`src/rtl/ex_stage_mc.sv`:
```
// rtl/ex_stage_mc.sv - execute stage with operand forwarding, multi-cycle multiply and branch resolution
// Non-MUL ops register in one cycle; MUL holds the stage via stall_req and emits bubbles until done.
module ex_stage_mc #(
  parameter int DATA_W     = 32,
  parameter int MUL_CYCLES = 4,
  parameter int CNT_W      = 16
) (
  input  logic              clk,
  input  logic              reset,
  input  logic              in_valid,
  input  logic              flush,
  input  logic [2:0]        alu_op,
  input  logic              alu_src,
  input  logic              reg_dst,
  input  logic              branch,
  input  logic              mem_read,
  input  logic              mem_write,
  input  logic              reg_write,
  input  logic              mem_to_reg,
  input  logic [4:0]        rs_addr,
  input  logic [4:0]        rt_addr,
  input  logic [4:0]        rd_addr,
  input  logic [DATA_W-1:0] rs_data,
  input  logic [DATA_W-1:0] rt_data,
  input  logic [DATA_W-1:0] imm,
  input  logic [DATA_W-1:0] pc,
  input  logic              fwd_mem_we,
  input  logic              fwd_wb_we,
  input  logic [4:0]        fwd_mem_rd,
  input  logic [4:0]        fwd_wb_rd,
  input  logic [DATA_W-1:0] fwd_mem_data,
  input  logic [DATA_W-1:0] fwd_wb_data,
  output logic              stall_req,
  output logic              out_valid,
  output logic [DATA_W-1:0] result,
  output logic [DATA_W-1:0] store_data,
  output logic [4:0]        rd_out,
  output logic              mem_read_o,
  output logic              mem_write_o,
  output logic              reg_write_o,
  output logic              mem_to_reg_o,
  output logic              branch_taken,
  output logic [DATA_W-1:0] branch_target,
  output logic [CNT_W-1:0]  branch_count
);

  localparam logic [2:0] OP_ADD = 3'b000;
  localparam logic [2:0] OP_SUB = 3'b001;
  localparam logic [2:0] OP_MUL = 3'b010;
  localparam logic [2:0] OP_AND = 3'b011;
  localparam logic [2:0] OP_OR  = 3'b100;
  localparam logic [2:0] OP_SLT = 3'b101;
  localparam logic [2:0] OP_BEQ = 3'b110;

  localparam bit         MULTI_CYCLE = (MUL_CYCLES > 1);
  localparam logic [3:0] MUL_LOAD    = 4'(MUL_CYCLES - 1);

  typedef enum logic {IDLE, MUL_BUSY} state_t;

  state_t            state;
  state_t            state_next;
  logic [3:0]        mul_cnt;

  logic              accept;
  logic              is_mul;
  logic              mul_start;
  logic              mul_done;
  logic              issue;
  logic              beq_taken;

  logic [DATA_W-1:0] fwd_a;
  logic [DATA_W-1:0] fwd_b;
  logic [DATA_W-1:0] alu_b;
  logic [DATA_W-1:0] alu_res;
  logic [DATA_W-1:0] mul_res;
  logic [4:0]        dst;

  logic [DATA_W-1:0] mul_a;
  logic [DATA_W-1:0] mul_b;
  logic [DATA_W-1:0] mul_sd;
  logic [4:0]        mul_rd;
  logic              mul_mr;
  logic              mul_mw;
  logic              mul_rw;
  logic              mul_m2r;

  // Forwarding: the younger EX/MEM result wins over MEM/WB; register 0 is never forwarded.
  always_comb begin
    fwd_a = rs_data;
    if (rs_addr != 5'd0 && fwd_mem_we && fwd_mem_rd == rs_addr) begin
      fwd_a = fwd_mem_data;
    end else if (rs_addr != 5'd0 && fwd_wb_we && fwd_wb_rd == rs_addr) begin
      fwd_a = fwd_wb_data;
    end
  end

  always_comb begin
    fwd_b = rt_data;
    if (rt_addr != 5'd0 && fwd_mem_we && fwd_mem_rd == rt_addr) begin
      fwd_b = fwd_mem_data;
    end else if (rt_addr != 5'd0 && fwd_wb_we && fwd_wb_rd == rt_addr) begin
      fwd_b = fwd_wb_data;
    end
  end

  assign alu_b = alu_src ? imm : fwd_b;
  assign dst   = reg_dst ? rd_addr : rt_addr;

  always_comb begin
    alu_res = '0;
    case (alu_op)
      OP_ADD:         alu_res = fwd_a + alu_b;
      OP_SUB, OP_BEQ: alu_res = fwd_a - alu_b;
      OP_MUL:         alu_res = fwd_a * alu_b;
      OP_AND:         alu_res = fwd_a & alu_b;
      OP_OR:          alu_res = fwd_a | alu_b;
      OP_SLT:         alu_res = {{(DATA_W-1){1'b0}}, ($signed(fwd_a) < $signed(alu_b))};
      default:        alu_res = '0;
    endcase
  end

  assign mul_res   = mul_a * mul_b;
  assign is_mul    = (alu_op == OP_MUL);
  assign beq_taken = (alu_op == OP_BEQ) && branch && (fwd_a == fwd_b);

  // Flush and reset both block acceptance so nothing enters the stage on those cycles.
  assign accept = (state == IDLE) && in_valid && !flush && !reset;

  always_ff @(posedge clk) begin
    if (reset) begin
      state <= IDLE;
    end else begin
      state <= state_next;
    end
  end

  always_comb begin
    state_next = state;
    case (state)
      IDLE: begin
        if (accept && is_mul && MULTI_CYCLE) begin
          state_next = MUL_BUSY;
        end
      end
      MUL_BUSY: begin
        if (flush || mul_cnt == 4'd1) begin
          state_next = IDLE;
        end
      end
      default: state_next = IDLE;
    endcase
  end

  always_comb begin
    mul_start = accept && is_mul && MULTI_CYCLE;
    issue     = accept && !(is_mul && MULTI_CYCLE);
    mul_done  = (state == MUL_BUSY) && !flush && (mul_cnt == 4'd1);
    stall_req = (state == MUL_BUSY) || mul_start;
  end

  always_ff @(posedge clk) begin
    if (reset) begin
      mul_cnt <= '0;
    end else if (mul_start) begin
      mul_cnt <= MUL_LOAD;
    end else if (state == MUL_BUSY) begin
      mul_cnt <= flush ? 4'd0 : mul_cnt - 4'd1;
    end
  end

  // Multiply operands and controls are captured at acceptance; upstream may change them while stalled.
  always_ff @(posedge clk) begin
    if (reset) begin
      mul_a   <= '0;
      mul_b   <= '0;
      mul_sd  <= '0;
      mul_rd  <= '0;
      mul_mr  <= 1'b0;
      mul_mw  <= 1'b0;
      mul_rw  <= 1'b0;
      mul_m2r <= 1'b0;
    end else if (mul_start) begin
      mul_a   <= fwd_a;
      mul_b   <= alu_b;
      mul_sd  <= fwd_b;
      mul_rd  <= dst;
      mul_mr  <= mem_read;
      mul_mw  <= mem_write;
      mul_rw  <= reg_write;
      mul_m2r <= mem_to_reg;
    end
  end

  // Every cycle that produces no result is a bubble: valid and controls low, data held.
  always_ff @(posedge clk) begin
    if (reset) begin
      out_valid     <= 1'b0;
      result        <= '0;
      store_data    <= '0;
      rd_out        <= '0;
      mem_read_o    <= 1'b0;
      mem_write_o   <= 1'b0;
      reg_write_o   <= 1'b0;
      mem_to_reg_o  <= 1'b0;
      branch_taken  <= 1'b0;
      branch_target <= '0;
      branch_count  <= '0;
    end else begin
      out_valid    <= 1'b0;
      mem_read_o   <= 1'b0;
      mem_write_o  <= 1'b0;
      reg_write_o  <= 1'b0;
      mem_to_reg_o <= 1'b0;
      branch_taken <= 1'b0;
      if (issue) begin
        out_valid     <= 1'b1;
        result        <= alu_res;
        store_data    <= fwd_b;
        rd_out        <= dst;
        mem_read_o    <= mem_read;
        mem_write_o   <= mem_write;
        reg_write_o   <= reg_write;
        mem_to_reg_o  <= mem_to_reg;
        branch_target <= pc + imm;
        if (beq_taken) begin
          branch_taken <= 1'b1;
          if (branch_count != {CNT_W{1'b1}}) begin
            branch_count <= branch_count + CNT_W'(1);
          end
        end
      end else if (mul_done) begin
        out_valid    <= 1'b1;
        result       <= mul_res;
        store_data   <= mul_sd;
        rd_out       <= mul_rd;
        mem_read_o   <= mul_mr;
        mem_write_o  <= mul_mw;
        reg_write_o  <= mul_rw;
        mem_to_reg_o <= mul_m2r;
      end
    end
  end

endmodule

```
`config.mk`:
```
export PLATFORM = sky130hd
export DESIGN_NAME = ex_stage_mc
export DESIGN_NICKNAME = d
export VERILOG_FILES = /design/src/rtl/ex_stage_mc.sv
export SDC_FILE = /design/constraint.sdc
export NUM_CORES = 2
export LEC_CHECK = 0
export ABC_CLOCK_PERIOD_IN_PS = 14500
export CELL_PAD_IN_SITES_DETAIL_PLACEMENT = 0
export CELL_PAD_IN_SITES_GLOBAL_PLACEMENT = 1
export CORE_MARGIN = 2
export CORE_UTILIZATION = 35
export DETAILED_ROUTE_END_ITERATION = 8
export GPL_TIMING_DRIVEN = 0
export PLACE_DENSITY_LB_ADDON = 0.1
export RECOVER_POWER = 50
export SKIP_CTS_REPAIR_TIMING = 1
export SLEW_MARGIN = 10
export SYNTH_ARGS = -nofsm -noshare
export SYNTH_HDL_FRONTEND = slang
export SYNTH_SLANG_ARGS = --single-unit
export TNS_END_PERCENT = 1
```
`constraint.sdc`:
```
create_clock -name clk -period 14.5 [get_ports clk]
set_clock_uncertainty 0.15 [all_clocks]
set_input_delay 2.175 -clock clk [delete_from_list [all_inputs] [get_ports clk]]
set_output_delay 2.175 -clock clk [all_outputs]
set_load 0.1 [all_outputs]
```
==> impl_metrics.csv <==
group,metric,value,unit
outcome,outcome,"complete, but fails checks",
outcome,failed_checks,"max-capacitance violations, max-slew violations",
sta,max_freq,0.0693,GHz
synthesis,synth_edf_count,0,
setup_path,crit_top_cell,"fa_1",
final_layout,fin_cells,8026,
sta,hold_violations,0,
synthesis,ys_seq_elements,233,
final_layout,fillers,14100,
worst_hold_path,hold_depth,2,
route,vias_per_cell,5.49,
worst_hold_path,hold_path_class,"reg2reg",
grt,globalRouteOverflowTotal,0,
setup_path,critPathSlowestCell,"o31ai_1",
synthesis,synth-main-ff-cell,"dfxtp_1",
synthesis,synth.yosys.seq_area_share,9.86,%
final_layout,area_delta_synth_final,14.8,%
route,drt-initial-drc-count,3833,
sta,slew_violations,5,
sta,rsz0062_at_grt,"false",
synthesis,synth.cell_area,0.0473,mm²
setup_path,cp_slowest_stage_delay,0.91,ns
die,die_area,0.138,mm²
setup_path,reg2reg_from,"mul_a[3]$_SDFFE_PP0P_",
run,maxCapViolations,1,
cts,cts_buffers,27,
grt,grt_pass1_vias,44400,
die,start_util,35.4,%
sta,max-slew-margin-rel,-50.1,%
cts,cts_tree,"done",
cts,cts_max_level,1,
setup_path,cp-end-kind,"flop",
final_layout,layout_common_cells,"inv_1, nand2_1, fa_1, nor2_1, ha_1",
route,drt-total-wl,229,mm
cts,clkTransAtPathRegs,0.06,ns
setup_path,reg2reg_depth,25,
setup_path,path_class,"in2reg",
route,firstDrtPassIters,6,
sta,post-route-period-util,99.5,%
route,postRouteAntennaNets,0,
setup_path,arrival,14.77,ns
die,rows,134,
cts,cts_max_path_buffers,3,
setup_path,reg2reg_slack,4.98,ns
synthesis,yosys_warnings,0,
route,vias,44100,
pwr,power.density,234,mW/mm²
sta,worst_pin_slew,2.23,ns
cts,worstSkewPairLatency,0.61,ns
synthesis,synth_nets,7231,
final_layout,nNetsFinal,7629,
grt,antenna_found_initial,20,
route,drc,0,
setup_path,cp.required,14.85,ns
placed_design,port_buffers,350,
synthesis,avgSynthCellArea,8.11,µm²
setup_path,start_kind,"input pin",
die,core-area,0.134,mm²
cts,cts-root-buf,"clkbuf_16",
sta,period_needed,14.43,ns
pwr,ir_drop,2270,µV
final_layout,finalCoreUtilization,40.6,%
die,ioPinCount,357,
placed_design,dp_hpwl,192,mm
pwr,p_leak,24.8,nW
final_layout,fin_area,0.0543,mm²
worst_hold_path,min_to,"branch_target[21]$_SDFFE_PP0P_",
final_layout,final_common_cell,"inv_1",
placed_design,placed_cell_area,0.0534,mm²
placed_design,dpl.cell_count,7970,
synthesis,syn_inst,5835,
cts,cts_sinks,233,
synthesis,async_reset_ff_share,0,%
sta,setup_viol_count_final,0,
final_layout,drive_gt1_share,2.93,%
synthesis,yosys.cell_types.count,92,
grt,grt_max_degree,15,
worst_hold_path,hold_start,"branch_target[21]$_SDFFE_PP0P_",
setup_path,r2r-end,"result[30]$_SDFFE_PP0P_",
grt,track_usage,32.8,%
route,post_drt_wl_per_cell,28.5,µm
die,die_height,372,µm
setup_path,cp_max_fo,10,
grt,grt_pass1_wl,325,mm
placed_design,gp_congestion,0.968,
die,die_x,372,µm
[worst max-delay path: cells and delay by family]
kind            cells  cell delay, ns
simple gates        3            1.05
fa+ha+maj           9            3.74
compound gates     13            5.39
buf+inv             7            1.81
xor+xnor            1            0.55
[flip-flops by register name, summed over array words and instances, names as in the netlist, 4 cells and up]
signal	cells
rd_out	5
store_data	32
mul_b	32
mul_cnt	4
branch_count	16
branch_target	32
mul_sd	32
result	32
mul_a	32
mul_rd	5
[area by class of cell]
type / count / area (µm²) / share of cell area [%]
diodes: 7 / 17.5 / 0.0323
plain buffers: 357 / 1420 / 2.61
clock buffers: 40 / 774 / 1.43
clock inverters: 7 / 78.8 / 0.145
inverters: 982 / 3690 / 6.79
multi-input cells: 4263 / 37700 / 69.5
flip-flops and latches: 233 / 4660 / 8.59
well taps: 1768 / 2210 / 4.07
repair buffers: 369 / 3720 / 6.86
[metrics by stage]
step | TNS, ns | setup WS (ns) | hold WS (ns) | total power, mW
3_3_place_gp | -6.34 | -1.97 | 0.288 | 11.6
3_5_place_dp | -1.87 | -1.18 | 0.296 | 11.7
6_report | 0 | 0.0729 | 0.301 | 12.7
5_1_grt | 0 | 0.0374 | 0.313 | 13.9
4_1_cts | -0.718 | -0.618 | 0.305 | 12.6
2_1_floorplan | 0 | 3.84 | 0.286 | 7.64
[power breakdown]
group | switching [mW] | leakage [nW] | internal (mW)
logic | 7.14 | 22.5 | 4.20
registers | 0.0243 | 1.89 | 0.660
clock network | 0.307 | 0.422 | 0.387
total | 7.47 | 24.8 | 5.25
[metal layers]
layer	global-route usage (%)	share of wire [%]	up-vias
li1	-	-	19400
met1	43.4	42	22500
met2	54.1	47	1795
met3	3.65	6.3	397
met4	14.3	5.4	4
met5	0	0.010	-
[logic make-up after synthesis]
kind of cell	count (synthesis)	share of synthesized area (%)
flip-flops	233	9.86
XOR/XNOR	193	3.57
multiplexers	48	1.02
AO/OA/AOI/OAI	929	12.8
adder cells (fa/ha/maj)	1163	43.3
buffers and inverters	1339	10.8
AND/OR/NAND/NOR	1930	18.7
[worst max path at each step]
stage | startpoint | endpoint | slack [ns] | cells after the start
global placement | rt_addr[3] | result[29]$_SDFFE_PP0P_ | -1.97 | 31
finish | rt_addr[3] | result[29]$_SDFFE_PP0P_ | 0.07 | 33
global route | rt_addr[3] | result[29]$_SDFFE_PP0P_ | 0.04 | 33
detailed placement | rt_addr[2] | result[29]$_SDFFE_PP0P_ | -1.18 | 37
floorplan | rt_addr[3] | result[29]$_SDFFE_PP0P_ | 3.84 | 32
CTS | rt_addr[2] | result[29]$_SDFFE_PP0P_ | -0.62 | 37
[synthesized netlist by cell type (109+ instances only)]
library cell	instances	area share (%)
inv_1	958	7.6
nand2_1	815	6.5
fa_1	791	33
nor2_1	477	3.8
ha_1	372	9.8
clkbuf_1	302	2.4
dfxtp_1	233	9.9
o21ai_0	230	2.4
a21oi_1	217	2.3
and2_1	146	1.9
xnor2_1	145	2.7
nand3b_1	111	1.8
nor3_1	109	1.2
No activity file was read; power rests on OpenSTA's default activity.
